## src/rtl/mem_port_arbiter.sv

```systemverilog
// Shares one single-ported, fixed-latency memory between instruction fetch and
// the MEM-stage load/store path, with a bounded wait for starved fetches.
module mem_port_arbiter #(
  parameter int ADDR_W     = 32,
  parameter int DATA_W     = 32,
  parameter int MEM_LAT    = 2,
  parameter int STARVE_MAX = 4
) (
  input  logic              clk,
  input  logic              reset,
  input  logic              if_req,
  input  logic [ADDR_W-1:0] if_addr,
  output logic [DATA_W-1:0] if_rdata,
  output logic              if_valid,
  input  logic              dm_read,
  input  logic              dm_write,
  input  logic [ADDR_W-1:0] dm_addr,
  input  logic [DATA_W-1:0] dm_wdata,
  output logic [DATA_W-1:0] dm_rdata,
  output logic              dm_done,
  output logic              stall_if,
  output logic              stall_mem,
  output logic              mem_en,
  output logic              mem_we,
  output logic [ADDR_W-1:0] mem_addr,
  output logic [DATA_W-1:0] mem_wdata,
  input  logic [DATA_W-1:0] mem_rdata
);

  localparam int LAT_W    = $clog2(MEM_LAT + 1);
  localparam int STARVE_W = $clog2(STARVE_MAX + 1);

  typedef enum logic [1:0] {IDLE, ISSUE, WAIT} state_t;
  typedef enum logic {OWN_I, OWN_D} owner_t;

  state_t              state_q, state_d;
  owner_t              owner_q, owner_d;
  logic [LAT_W-1:0]    lat_cnt_q, lat_cnt_d;
  logic [STARVE_W-1:0] starve_cnt_q, starve_cnt_d;
  logic                we_q, we_d;
  logic                mem_en_q, mem_en_d;
  logic                mem_we_q, mem_we_d;
  logic [ADDR_W-1:0]   mem_addr_q, mem_addr_d;
  logic [DATA_W-1:0]   mem_wdata_q, mem_wdata_d;
  logic [DATA_W-1:0]   if_rdata_q, if_rdata_d;
  logic [DATA_W-1:0]   dm_rdata_q, dm_rdata_d;
  logic                if_valid_q, if_valid_d;
  logic                dm_done_q, dm_done_d;

  logic dm_req;
  logic starve_full;
  logic grant_data;
  logic grant_fetch;

  assign dm_req      = dm_read | dm_write;
  assign starve_full = (starve_cnt_q == STARVE_W'(STARVE_MAX));
  assign grant_data  = dm_req & ~(starve_full & if_req);
  assign grant_fetch = ~grant_data & if_req;

  always_comb begin
    state_d      = state_q;
    owner_d      = owner_q;
    lat_cnt_d    = lat_cnt_q;
    starve_cnt_d = starve_cnt_q;
    we_d         = we_q;
    mem_en_d     = 1'b0;
    mem_we_d     = 1'b0;
    mem_addr_d   = mem_addr_q;
    mem_wdata_d  = mem_wdata_q;
    if_rdata_d   = if_rdata_q;
    dm_rdata_d   = dm_rdata_q;
    if_valid_d   = 1'b0;
    dm_done_d    = 1'b0;

    unique case (state_q)
      IDLE: begin
        if (grant_data) begin
          owner_d     = OWN_D;
          we_d        = dm_write;
          mem_en_d    = 1'b1;
          mem_we_d    = dm_write;
          mem_addr_d  = dm_addr;
          mem_wdata_d = dm_wdata;
          state_d     = ISSUE;
          // Only a data grant that overtakes a waiting fetch counts toward starvation.
          if (!if_req) begin
            starve_cnt_d = '0;
          end else if (!starve_full) begin
            starve_cnt_d = starve_cnt_q + STARVE_W'(1);
          end
        end else if (grant_fetch) begin
          owner_d      = OWN_I;
          we_d         = 1'b0;
          mem_en_d     = 1'b1;
          mem_we_d     = 1'b0;
          mem_addr_d   = if_addr;
          state_d      = ISSUE;
          starve_cnt_d = '0;
        end else begin
          starve_cnt_d = '0;
        end
      end
      ISSUE: begin
        lat_cnt_d = LAT_W'(MEM_LAT);
        state_d   = WAIT;
      end
      WAIT: begin
        lat_cnt_d = lat_cnt_q - LAT_W'(1);
        if (lat_cnt_q == LAT_W'(1)) begin
          state_d = IDLE;
          if (owner_q == OWN_I) begin
            if_rdata_d = mem_rdata;
            if_valid_d = 1'b1;
          end else begin
            if (!we_q) begin
              dm_rdata_d = mem_rdata;
            end
            dm_done_d = 1'b1;
          end
        end
      end
      default: begin
        state_d = IDLE;
      end
    endcase
  end

  always_ff @(posedge clk) begin
    if (reset) begin
      state_q      <= IDLE;
      owner_q      <= OWN_I;
      lat_cnt_q    <= '0;
      starve_cnt_q <= '0;
      we_q         <= 1'b0;
      mem_en_q     <= 1'b0;
      mem_we_q     <= 1'b0;
      mem_addr_q   <= '0;
      mem_wdata_q  <= '0;
      if_rdata_q   <= '0;
      dm_rdata_q   <= '0;
      if_valid_q   <= 1'b0;
      dm_done_q    <= 1'b0;
    end else begin
      state_q      <= state_d;
      owner_q      <= owner_d;
      lat_cnt_q    <= lat_cnt_d;
      starve_cnt_q <= starve_cnt_d;
      we_q         <= we_d;
      mem_en_q     <= mem_en_d;
      mem_we_q     <= mem_we_d;
      mem_addr_q   <= mem_addr_d;
      mem_wdata_q  <= mem_wdata_d;
      if_rdata_q   <= if_rdata_d;
      dm_rdata_q   <= dm_rdata_d;
      if_valid_q   <= if_valid_d;
      dm_done_q    <= dm_done_d;
    end
  end

  assign if_rdata  = if_rdata_q;
  assign if_valid  = if_valid_q;
  assign dm_rdata  = dm_rdata_q;
  assign dm_done   = dm_done_q;
  assign mem_en    = mem_en_q;
  assign mem_we    = mem_we_q;
  assign mem_addr  = mem_addr_q;
  assign mem_wdata = mem_wdata_q;

  // Stalls release in the same cycle as the matching completion pulse.
  assign stall_mem = dm_req & ~dm_done_q;
  assign stall_if  = (if_req & ~if_valid_q) | stall_mem;

  a_done_exclusive: assert property (@(posedge clk) disable iff (reset)
    !(if_valid_q && dm_done_q));

  a_en_only_in_issue: assert property (@(posedge clk) disable iff (reset)
    mem_en_q |-> (state_q == ISSUE));

endmodule

```

## config.mk

```make
export PLATFORM = sky130hd
export DESIGN_NAME = mem_port_arbiter
export DESIGN_NICKNAME = d
export VERILOG_FILES = /design/src/rtl/mem_port_arbiter.sv
export SDC_FILE = /design/constraint.sdc
export NUM_CORES = 1
export LEC_CHECK = 0
export BUFFER_PORTS_ARGS = -buffer_cell sky130_fd_sc_hd__buf_4
export CAP_MARGIN = 20
export CORE_MARGIN = 4
export CORE_UTILIZATION = 47
export CTS_CLUSTER_DIAMETER = 200
export DETAILED_ROUTE_END_ITERATION = 10
export GPL_TIMING_DRIVEN = 1
export PLACE_DENSITY = 0.8
export RECOVER_POWER = 25
export SETUP_SLACK_MARGIN = 0.4
export SYNTH_ARGS = -nofsm -noshare
export SYNTH_HDL_FRONTEND = slang
export SYNTH_SLANG_ARGS = --single-unit
```

## constraint.sdc

```tcl
create_clock -name clk -period 2.18 [get_ports clk]
set_input_delay 0.218 -clock clk [delete_from_list [all_inputs] [get_ports clk]]
set_output_delay 0.218 -clock clk [all_outputs]
set_load 0.02 [all_outputs]
```

== Word-level counts from Yosys, hierarchy flattened ==
Index checks and enable logic that the tools add are counted.
Cells by class
  reductions and logical operators: 12
  muxes and demuxes: 17
  add/sub/neg operators: 2
  equality and inequality tests: 7
  bitwise operators: 16
Operators by type and width (number)
  $mux W32: 2
  $mux W3: 3
  $not A1 Y1: 9
  $reduce_and A2 Y1: 4
  $mux W1: 7
  $mux W2: 3
  $ne A3 B3 Y1 const B: 2
  $pmux W2 S3: 1
  $reduce_or A3 Y1: 2
  $and A1 B1 Y1: 5
  $eq A2 B1 Y1 const B: 2
  $pmux W2 S2: 1
  $reduce_and A4 Y1: 1
  $reduce_bool A2 Y1: 2
  $add A3 B1 Y3 const B: 1
  $eq A3 B3 Y1 const B: 1
  $reduce_and A3 Y1: 1
  $eq A2 B2 Y1 const B: 1
  $logic_not A2 Y1: 1
  $ne A2 B2 Y1 const B: 1
  $or A1 B1 Y1: 2
  $reduce_or A2 Y1: 1
  $sub A2 B1 Y2 const B: 1
Storage, ports and cells
  input bits: 133
  output and inout bits: 134
  register bits: 141

== Logic depth before layout (Yosys ltp) ==
Gate-level depths: netlist (run 1).
  depth after elaboration: 9
  depth in mapped cells: 8

== Worst setup path after synthesis (run 1) ==
No wires, ideal clock.
  kind: reg2reg
  start point: register state_q[0]
  end point: register state_q[0]
  path buffers: 0
  cell stages (with the launch flop): 6
  clock period less this slack: 1.506 ns
  library setup time: 0.132 ns
  path slack: 0.674 ns
  data arrival time: 1.374 ns
  cell sequence: dfxtp_1 inv_1 ha_1 or4b_2 nand3_1 a21oi_1
On the way
  word-level cells in the longest chain between the ends: 3
RTL lines
  start: declaration: RTL line 36  | state_t state_q, state_d;
  start signal: assignment: RTL line 144  | state_q <= state_d;
  $eq A2 B2 Y1 or $logic_not A2 Y1 (tied branches): RTL line 75  | unique case (state_q)
  $ne A2 B2 Y1 (no source line) or $ne A3 B3 Y1 (tied branches)
  $reduce_and A2 Y1 (no source line)
Several ways; a longest one is shown, not always the timed one.
A chain may end at the register's enable or synchronous reset.

== Worst setup path after layout (run 1) ==
  start point: register state_q[0]
  end point: register mem_wdata_q[26], in the netlist mem_wdata[26]
On the way
  word-level cells in the longest chain between the ends: 2
RTL lines
  $logic_not A2 Y1: RTL line 75
  $reduce_and A2 Y1 (no source line)
  end signal: assignment: RTL line 152  | mem_wdata_q <= mem_wdata_d;
  end: declaration: RTL line 44  | logic [DATA_W-1:0] mem_wdata_q, mem_wdata_d;
No other way between the ends.

==> results.sh, run 1 <==
export IMPL_cts_buffers=17
export IMPL_p_leak_nw=3.39
export IMPL_grt_max_degree=66
export IMPL_clk_pin_slew_worst_paths_ns=0.06
export IMPL_tightest_slew_ns=0.570
export IMPL_status="complete, no violations"
export IMPL_grt_busiest_layer="met2"
export IMPL_drt_iter0_markers=436
export IMPL_powerDensity_nw_per_um2=891
export IMPL_clkSinkCount=141
export IMPL_cp_max_fo=32
export IMPL_maxCapViolations=0
export IMPL_final_cells=1079
export IMPL_cp_start_kind="flop"
export IMPL_rows=40
export IMPL_slew_violations=0
export IMPL_relSlewSlack_pct=62.0
export IMPL_cts_setup_buffers=0
export IMPL_htreeDepth=4
export IMPL_hp_class="input pin to flop"
export IMPL_gr_usage_met1_pct=26.8
export IMPL_antenna_found_initial=0
export IMPL_hold_buffers=0
export IMPL_synth_ff_type="dfxtp_1"
export IMPL_cp_required_ns=2.51
export IMPL_die_w_um=119
export IMPL_met3_usage_pct=9.45
export IMPL_yosysTopAreaCell="dfxtp_1"
export IMPL_seq_area_frac_synth_pct=48.8
export IMPL_synth_edf_count=0
export IMPL_dr_pass1_iters=7
export IMPL_antenna_cells=0
export IMPL_grtUsageTotal_pct=23.5
export IMPL_post_route_period_util_pct=77.2
export IMPL_synth_warnings=0
export IMPL_dp_cells=1047
export IMPL_synthCells=681
export IMPL_netlist_area_leader_share_pct=48.8
export IMPL_viasPerCell=5.16
export IMPL_cp_end_kind="flop"
export IMPL_dieArea_um2=14100
export IMPL_min_period_ns=1.68
export IMPL_grt_pass1_wl_um=26800
export IMPL_ios=267
export IMPL_critical_path_class="flop to flop"
export IMPL_grt_remaining_overflow=0
export IMPL_skew_ns=0.00432
export IMPL_fin_setup_tns_ns=0
export IMPL_synth_cell_area_um2=5780
export IMPL_rsz0062_at_grt="true"
export IMPL_grt_pass1_vias=5403
export IMPL_ys_types=34
export IMPL_dieHeight_um=119
export IMPL_cts_tree="done"
export IMPL_antenna_left=0
export IMPL_p_total_w=0.00724
export IMPL_clk_insertion_delay_late_ns=0.41
export IMPL_root_buffer="clkbuf_16"
export IMPL_drc=0
export IMPL_core_area_um2=12000
export IMPL_synth_most_common_cell="dfxtp_1"
export IMPL_place_gp_congestion=0.785
export IMPL_arrival_ns=2.01
export IMPL_io_buffers=266
export IMPL_synth_seq_cells=141
export IMPL_synth_common_cells="dfxtp_1 (141), nand2_1 (130), a21oi_1 (71), nand2b_1 (69), nor2_1 (40)"
export IMPL_async_flop_share_pct=0
export IMPL_finalSetupViolCount=0
export IMPL_area_growth_pct=40.7
export IMPL_syn_nets=821
export IMPL_ff2ff_setup_slack_ns=0.50
export IMPL_use_met2_pct=38.7
export IMPL_hold_viol=0
export IMPL_drive_gt1_share_pct=26.1
export IMPL_vias=5571
export IMPL_synthTopCellsByArea="dfxtp_1 (49%), nand2_1 (8.4%), nand2b_1 (7.5%)"
export IMPL_initial_core_util_pct=48.1
export IMPL_cts_buffer_depth=2
export IMPL_fin_nets=1059
export IMPL_max_vdd_ir_drop_v=0.000602
export IMPL_synth_avg_cell_area_um2=8.49
export IMPL_wl_per_cell_um=15.7
export IMPL_finalWirelength_um=17000
export IMPL_dp_hpwl_um=11700
export IMPL_fin_hold_ws_ns=0.0545
export IMPL_fmax_mhz=594
## logic make-up after synthesis
logic type / count (synthesis) / share of synthesized area, %
AND/OR/NAND/NOR: 293 / 24.1
AO/OA/AOI/OAI: 143 / 14.7
buffers and inverters: 65 / 5.30
adder cells (fa/ha/maj): 7 / 1.52
flip-flops: 141 / 48.8
multiplexers: 32 / 5.54
## registers in the layout, summed over array words and instances (netlist names)
register and flops:
dm_rdata 32, if_rdata 32, mem_addr 32, mem_wdata 32, starve_cnt_q 3, lat_cnt_q 2, state_q 2, dm_done 1
if_valid 1, mem_en 1, mem_we 1, owner_q 1, we_q 1
## report_power, final
group          switching, W  internal, W
registers          0.000126      0.00283
clock network       0.00103      0.00172
logic              0.000876     0.000668
total               0.00203      0.00521
## timing repair
action / CTS / global route
setup endpoints to repair: 0 / 2
gates resized for setup: 0 / 1
hold endpoints to repair: 0 / 0
## routing by layer
layer	part of all wire, %	wire length, um
met1	39	6710
met2	48	8210
met3	9.4	1590
met4	2.9	485
met5	0	0
## worst paths after layout
check,startpoint,end,cells after the start
hold reg to reg,dm_rdata[18]$_SDFFE_PP0P_,dm_rdata[18]$_SDFFE_PP0P_,2
setup / recovery,state_q[0]$_SDFFE_PP0P_,mem_wdata[26]$_SDFFE_PP0P_,4
hold / removal,mem_rdata[13],if_rdata[13]$_SDFFE_PP0P_,3
setup reg to reg,state_q[0]$_SDFFE_PP0P_,mem_wdata[26]$_SDFFE_PP0P_,4
## final cells by class
cell class | count | area [um^2]
Clock buffer | 27 | 513
Clock inverter | 5 | 55.1
Fill cell | 1072 | 3880
Inverter | 6 | 22.5
Multi-Input combinational cell | 475 | 2650
Sequential cell | 141 | 2820
Tap cell | 147 | 184
Timing Repair Buffer | 278 | 1880
## stage by stage
step / area [um^2] / util, % / setup slack, ns
2_1_floorplan: 5780 / - / 0.674
3_3_place_gp: 7800 / 65.0 / 0.590
3_5_place_dp: 7800 / 65.0 / 0.520
4_1_cts: 8370 / 69.7 / 0.469
5_1_grt: 8130 / 67.7 / 0.395
6_report: 8130 / 67.7 / 0.496
## worst max-delay path, cell delays in order (launching register included)
cell and delay (ns):
dfxtp_1 0.33, inv_1 0.10, ha_1 0.27, and3_4 0.60
mux2i_1 0.28
## layout by cell type, fill, tap and decap left out, types with 2 or more instances in the layout
cell type	netlist	final
buf_4	1	208
dfxtp_1	141	141
nand2_1	130	130
a21oi_1	71	71
clkbuf_1	35	71
nand2b_1	69	69
nor2_1	40	40
nand3_1	37	37
o21ai_0	34	34
mux2i_1	32	32
a311oi_1	32	32
clkbuf_16	0	17
ha_1	7	7
inv_1	6	6
clkbuf_8	0	5
buf_12	0	3
o22ai_1	2	2
and3b_1	2	2
nand3b_1	2	2
and3_1	2	2
nor2b_1	2	2
clkinvlp_4	0	2
clkinv_2	0	2
(Power assumes the default switching activity.)
==> run 2: changes to the inputs <==
--- a/config.mk
+++ b/config.mk
@@ -8,11 +8,11 @@
 export BUFFER_PORTS_ARGS = -buffer_cell sky130_fd_sc_hd__buf_4
 export CAP_MARGIN = 20
 export CORE_MARGIN = 4
-export CORE_UTILIZATION = 47
+export CORE_UTILIZATION = 42
 export CTS_CLUSTER_DIAMETER = 200
 export DETAILED_ROUTE_END_ITERATION = 10
 export GPL_TIMING_DRIVEN = 1
-export PLACE_DENSITY = 0.8
+export PLACE_DENSITY = 0.76
 export RECOVER_POWER = 25
 export SETUP_SLACK_MARGIN = 0.4
 export SYNTH_ARGS = -nofsm -noshare
==> constraint.sdc (replaced) <==
create_clock -name clk -period 1.5 [get_ports clk]
set_input_delay 0.15 -clock clk [delete_from_list [all_inputs] [get_ports clk]]
set_output_delay 0.15 -clock clk [all_outputs]
set_load 0.02 [all_outputs]
==> run 2 against run 1 <==
Effect of this change:
- the run now ends with negative setup slack left
- design area increased by 25%
- highest routed layer unchanged
- clock skew increased by 0.0039 ns
- clock-buffer cell count decreased by 9
- first-iteration DRC count increased by 4.4%
- sequential power increased by 48%
- flip-flop and latch count unchanged
- register-to-register slack got worse by 0.51 ns
==> results.sh, run 2 (synthesized netlist as in run 1, its figures left out) <==
export IMPL_arrival_ns=1.85
export IMPL_vias=6355
export IMPL_hold_viol=0
export IMPL_ios=267
export IMPL_hp_class="input pin to flop"
export IMPL_p_leak_nw=4.28
export IMPL_finalWirelength_um=22900
export IMPL_htreeDepth=4
export IMPL_rsz0062_at_grt="true"
export IMPL_drc=0
export IMPL_grt_remaining_overflow=0
export IMPL_skew_ns=0.00818
export IMPL_powerDensity_nw_per_um2=1220
export IMPL_slew_violations=0
export IMPL_finalSetupViolCount=1
export IMPL_dp_hpwl_um=12500
export IMPL_status="complete, but fails checks"
export IMPL_clkSinkCount=141
export IMPL_post_route_period_util_pct=101
export IMPL_clk_pin_slew_worst_paths_ns=0.06
export IMPL_grt_pass1_wl_um=32100
export IMPL_maxCapViolations=0
export IMPL_cts_buffers=17
export IMPL_dr_pass1_iters=5
export IMPL_final_cell_area_um2=10200
export IMPL_core_area_um2=13300
export IMPL_root_buffer="clkbuf_16"
export IMPL_grt_max_degree=70
export IMPL_cp_required_ns=1.83
export IMPL_min_period_ns=1.51
export IMPL_cp_end_kind="flop"
export IMPL_dieArea_um2=15700
export IMPL_grt_pass1_vias=6019
export IMPL_dieHeight_um=125
export IMPL_final_common_cell="buf_4"
export IMPL_slowest_delay_ns=0.33
export IMPL_failed_checks="negative setup slack"
export IMPL_antenna_found_initial=0
export IMPL_most_common_layout_cells="buf_4 (214), dfxtp_1 (115), nand2_1 (103)"
export IMPL_post_route_util_pct=76.1
export IMPL_clk_insertion_delay_late_ns=0.42
export IMPL_fin_ws_ns=-0.0135
export IMPL_place_gp_congestion=0.819
export IMPL_cts_buffer_depth=2
export IMPL_cts_tree="done"
export IMPL_tightest_slew_ns=0.396
export IMPL_path_cells="inv_4 -> ha_4 -> and4b_2 -> buf_12 -> clkbuf_16 -> nand2_1 -> a21oi_1"
export IMPL_die_w_um=125
export IMPL_slowest_stage="dfxtp_2"
export IMPL_io_buffers=266
export IMPL_fin_nets=1144
export IMPL_rows=42
export IMPL_critical_path_class="flop to flop"
export IMPL_drt_iter0_markers=455
export IMPL_cp_max_fo=8
export IMPL_viasPerCell=5.33
export IMPL_antenna_left=0
export IMPL_dp_cells=1085
export IMPL_cp_start_kind="flop"
export IMPL_cpLargestDelayFamily="buffers and inverters"
export IMPL_drive_gt1_share_pct=42.5
export IMPL_area_growth_pct=75.9
export IMPL_final_cells=1193
export IMPL_fmax_mhz=661
export IMPL_wl_per_cell_um=19.2
export IMPL_relSlewSlack_pct=73.2
export IMPL_antenna_cells=0
export IMPL_placedInstanceArea_um2=8090
export IMPL_path_buf_inv=3
export IMPL_max_vdd_ir_drop_v=0.000840
export IMPL_grtUsageTotal_pct=25.6
export IMPL_initial_core_util_pct=43.3
## run 2: cell types whose count changed in the layout (fill, tap and decap cells not counted), moves of 24 or more
cell	previous run	this run
nand2_1	130	103
dfxtp_2	0	24
a21oi_2	0	34
dlygate4sd3_1	0	47
dfxtp_1	141	115
a21oi_1	71	37
## run 2: layout make-up
cell class,count,area [um^2]
repair buffers,363,3140
multi-input cells,475,3260
inverters,6,27.5
well taps,176,220
clock inverters,14,215
fillers,896,3180
flip-flops and latches,141,2860
clock buffers,18,439
## run 2: layer usage
layer  global-route usage (%)  vias to the layer above  wire [um]
li1                         -                     2974          -
met1                     29.6                     3017       8770
met2                     43.3                      283      11600
met3                     7.76                       81       1540
met4                     12.2                        0       1010
met5                        0                        -          0
## run 2: final timing paths
check	depth (start not counted)	from	to	slack, ns
worst min register to register	2	dm_rdata[7]$_SDFFE_PP0P_	dm_rdata[7]$_SDFFE_PP0P_	0.45
worst max register to register	7	state_q[0]$_SDFFE_PP0P_	dm_rdata[0]$_SDFFE_PP0P_	-0.01
worst min-delay path	3	dm_wdata[6]	mem_wdata[6]$_SDFFE_PP0P_	0.006
worst max-delay path	7	state_q[0]$_SDFFE_PP0P_	dm_rdata[0]$_SDFFE_PP0P_	-0.01
## run 2: what timing repair did
item,4_1_cts,5_1_grt
gates resized for setup,61,136
gates cloned,6,8
pin swaps,25,35
setup buffers,11,4
endpoints found under the setup margin,142,178
hold buffers,44,3
endpoints found under the hold margin,67,3
## run 2: worst register-to-register path, delay by kind of cell (launching register included)
kind	cells	cell delay [ns]
adders and majority gates	1	0.16
buffers and inverters	3	0.39
and+or+nand+nor	2	0.38
AOI/OAI and AO/OA	1	0.18
DFF	1	0.33
## run 2: per-stage QoR
stage	worst slack [ns]	hold slack, ns	setup TNS [ns]	power, W
floorplan	0.180	0.286	0	0.00594
global placement	0.129	0.408	0	0.00691
detailed placement	0.0509	0.416	0	0.00695
CTS	0.123	0.000156	0	0.0121
global route	-0.0359	0.00537	-0.0359	0.0129
finish	-0.0135	0.00615	-0.0135	0.0124
## run 2: where the power goes
group	leakage (nW)	switching (W)	internal (W)
registers	1.16	0.000233	0.00412
logic	2.80	0.00170	0.00170
clock network	0.316	0.00166	0.00300
==> run 3: changes to the inputs <==
--- a/config.mk
+++ b/config.mk
@@ -11,10 +11,10 @@
 export CORE_UTILIZATION = 42
 export CTS_CLUSTER_DIAMETER = 200
 export DETAILED_ROUTE_END_ITERATION = 10
+export GPL_ROUTABILITY_DRIVEN = 0
 export GPL_TIMING_DRIVEN = 1
 export PLACE_DENSITY = 0.76
 export RECOVER_POWER = 25
-export SETUP_SLACK_MARGIN = 0.4
 export SYNTH_ARGS = -nofsm -noshare
 export SYNTH_HDL_FRONTEND = slang
 export SYNTH_SLANG_ARGS = --single-unit
==> constraint.sdc (replaced) <==
create_clock -name clk -period 1.5 [get_ports clk]
set_input_delay 0.15 -clock clk [delete_from_list [all_inputs] [get_ports clk]]
set_output_delay 0.15 -clock clk [all_outputs]
set_load 0.01 [all_outputs]
==> run 3 against run 2 <==
Effect of this change:
- the flow now finishes without violations
- first-iteration DRC count is 24% lower
- combinational power is 25% lower
- register-to-register slack better by 0.07 ns
- sequential share of layout area is 2.5 points higher
- non-clock buffer count is 11 lower
==> results.sh, run 3 (synthesized netlist as in run 1, its figures left out) <==
export IMPL_hp_class="input pin to flop"
export IMPL_clkSinkCount=141
export IMPL_drt_iter0_markers=348
export IMPL_viasPerCell=5.12
export IMPL_die_w_um=125
export IMPL_fin_nets=1133
export IMPL_final_common_cell="buf_4"
export IMPL_clk_pin_slew_worst_paths_ns=0.06
export IMPL_drive_gt1_share_pct=27.6
export IMPL_area_growth_pct=59.5
export IMPL_skew_ns=0.00809
export IMPL_cp_end_kind="flop"
export IMPL_most_common_layout_cells="buf_4 (207), dfxtp_1 (138), nand2_1 (130)"
export IMPL_dr_pass1_iters=5
export IMPL_fin_hold_ws_ns=0.00728
export IMPL_final_cell_area_um2=9220
export IMPL_post_route_period_util_pct=95.9
export IMPL_dp_hpwl_um=11800
export IMPL_drc=0
export IMPL_final_seq_area_um2=2830
export IMPL_wl_per_cell_um=16.1
export IMPL_cts_tree="done"
export IMPL_fill_cells=1075
export IMPL_critical_path_class="flop to flop"
export IMPL_grtUsageTotal_pct=22.9
export IMPL_rows=42
export IMPL_initial_core_util_pct=43.3
export IMPL_cp_start_kind="flop"
export IMPL_io_buffers=266
export IMPL_antenna_found_initial=0
export IMPL_slew_violations=0
export IMPL_vias=6050
export IMPL_ios=267
export IMPL_grt_max_degree=58
export IMPL_grt_remaining_overflow=0
export IMPL_tightest_slew_ns=0.330
export IMPL_htreeDepth=4
export IMPL_max_vdd_ir_drop_v=0.00105
export IMPL_hold_viol=0
export IMPL_dieArea_um2=15700
export IMPL_min_period_ns=1.44
export IMPL_grt_pass1_wl_um=29500
export IMPL_grt_pass1_vias=5943
export IMPL_maxCapViolations=0
export IMPL_finalWirelength_um=19100
export IMPL_relSlewSlack_pct=77.7
export IMPL_root_buffer="clkbuf_16"
export IMPL_placedInstanceArea_um2=8080
export IMPL_cp_max_fo=6
export IMPL_antenna_cells=0
export IMPL_dieHeight_um=125
export IMPL_status="complete, no violations"
export IMPL_multi_input_area_um2=2720
export IMPL_cts_buffers=17
export IMPL_fmax_mhz=695
export IMPL_antenna_left=0
export IMPL_powerDensity_nw_per_um2=1220
export IMPL_cp_required_ns=1.84
export IMPL_finalSetupViolCount=0
export IMPL_core_area_um2=13300
export IMPL_p_leak_nw=3.83
export IMPL_cts_buffer_depth=2
export IMPL_arrival_ns=1.78
export IMPL_clk_insertion_delay_late_ns=0.42
## run 3: cell count changes in the layout (fill, tap and decap cells not counted), moves of 12 or more
| cell | delta |
|---|---|
| a311oi_2 | -16 |
| a311oi_1 | +16 |
| clkbuf_1 | +12 |
| a21oi_2 | -34 |
| buf_6 | -16 |
| nand2_1 | +27 |
| nand2_4 | -20 |
| dfxtp_1 | +23 |
| a21oi_1 | +34 |
| dfxtp_2 | -21 |
## run 3: critical path: stages, from the launching register on
cell	delay (ns)
dfxtp_1	0.33
inv_1	0.05
ha_2	0.19
nand3_2	0.10
and3_4	0.30
buf_12	0.15
mux2i_2	0.22
## run 3: area by class of cell
type,count,area share (%)
sequential,141,30.7
timing repair buffer,352,30.4
multi-input combinational,475,29.5
clock buffer,21,5.10
tap,176,2.39
clock inverter,11,1.70
inverter,6,0.272
## run 3: routing by layer
layer / share of wire [%] / global-route usage (%)
met5: 0 / 0
met4: 2.9 / 10.0
met3: 8.2 / 8.19
met2: 50 / 39.9
met1: 39 / 25.1
## run 3: repair_timing
| item | CTS | global route |
|---|---|---|
| endpoints found under the setup margin | 3 | 38 |
| buffers inserted | 0 | 0 |
| gates resized for setup | 3 | 17 |
| gates cloned | 0 | 5 |
| pin swaps | 1 | 4 |
| hold buffers | 58 | 0 |
| endpoints found under the hold margin | 88 | 0 |
## run 3: final timing paths
kind	start	end	slack, ns	depth (start not counted)
worst max-delay path	starve_cnt_q[0]$_SDFFE_PP0P_	mem_wdata[25]$_SDFFE_PP0P_	0.06	6
worst min-delay path	dm_wdata[17]	mem_wdata[17]$_SDFFE_PP0P_	0.007	3
worst max register to register	starve_cnt_q[0]$_SDFFE_PP0P_	mem_wdata[25]$_SDFFE_PP0P_	0.06	6
worst min register to register	dm_rdata[4]$_SDFFE_PP0P_	dm_rdata[4]$_SDFFE_PP0P_	0.45	2
## run 3: power by group
group	switching, W	internal [W]	total [W]	leakage, nW
logic	0.00120	0.00134	0.00254	2.38
registers	0.000199	0.00411	0.00431	1.15
clock network	0.00166	0.00277	0.00443	0.297
## run 3: per-stage QoR
step	TNS, ns	power (W)	setup slack [ns]	util, %	cells
floorplan	0	0.00556	0.0131	-	681
global placement	0	0.00664	0.00634	60.5	1087
detailed placement	-0.0848	0.00667	-0.0402	60.5	1087
CTS	0	0.0112	0.0111	69.6	1177
global route	-0.0164	0.0118	-0.0102	69.0	1182
finish	0	0.0113	0.0612	69.0	1182
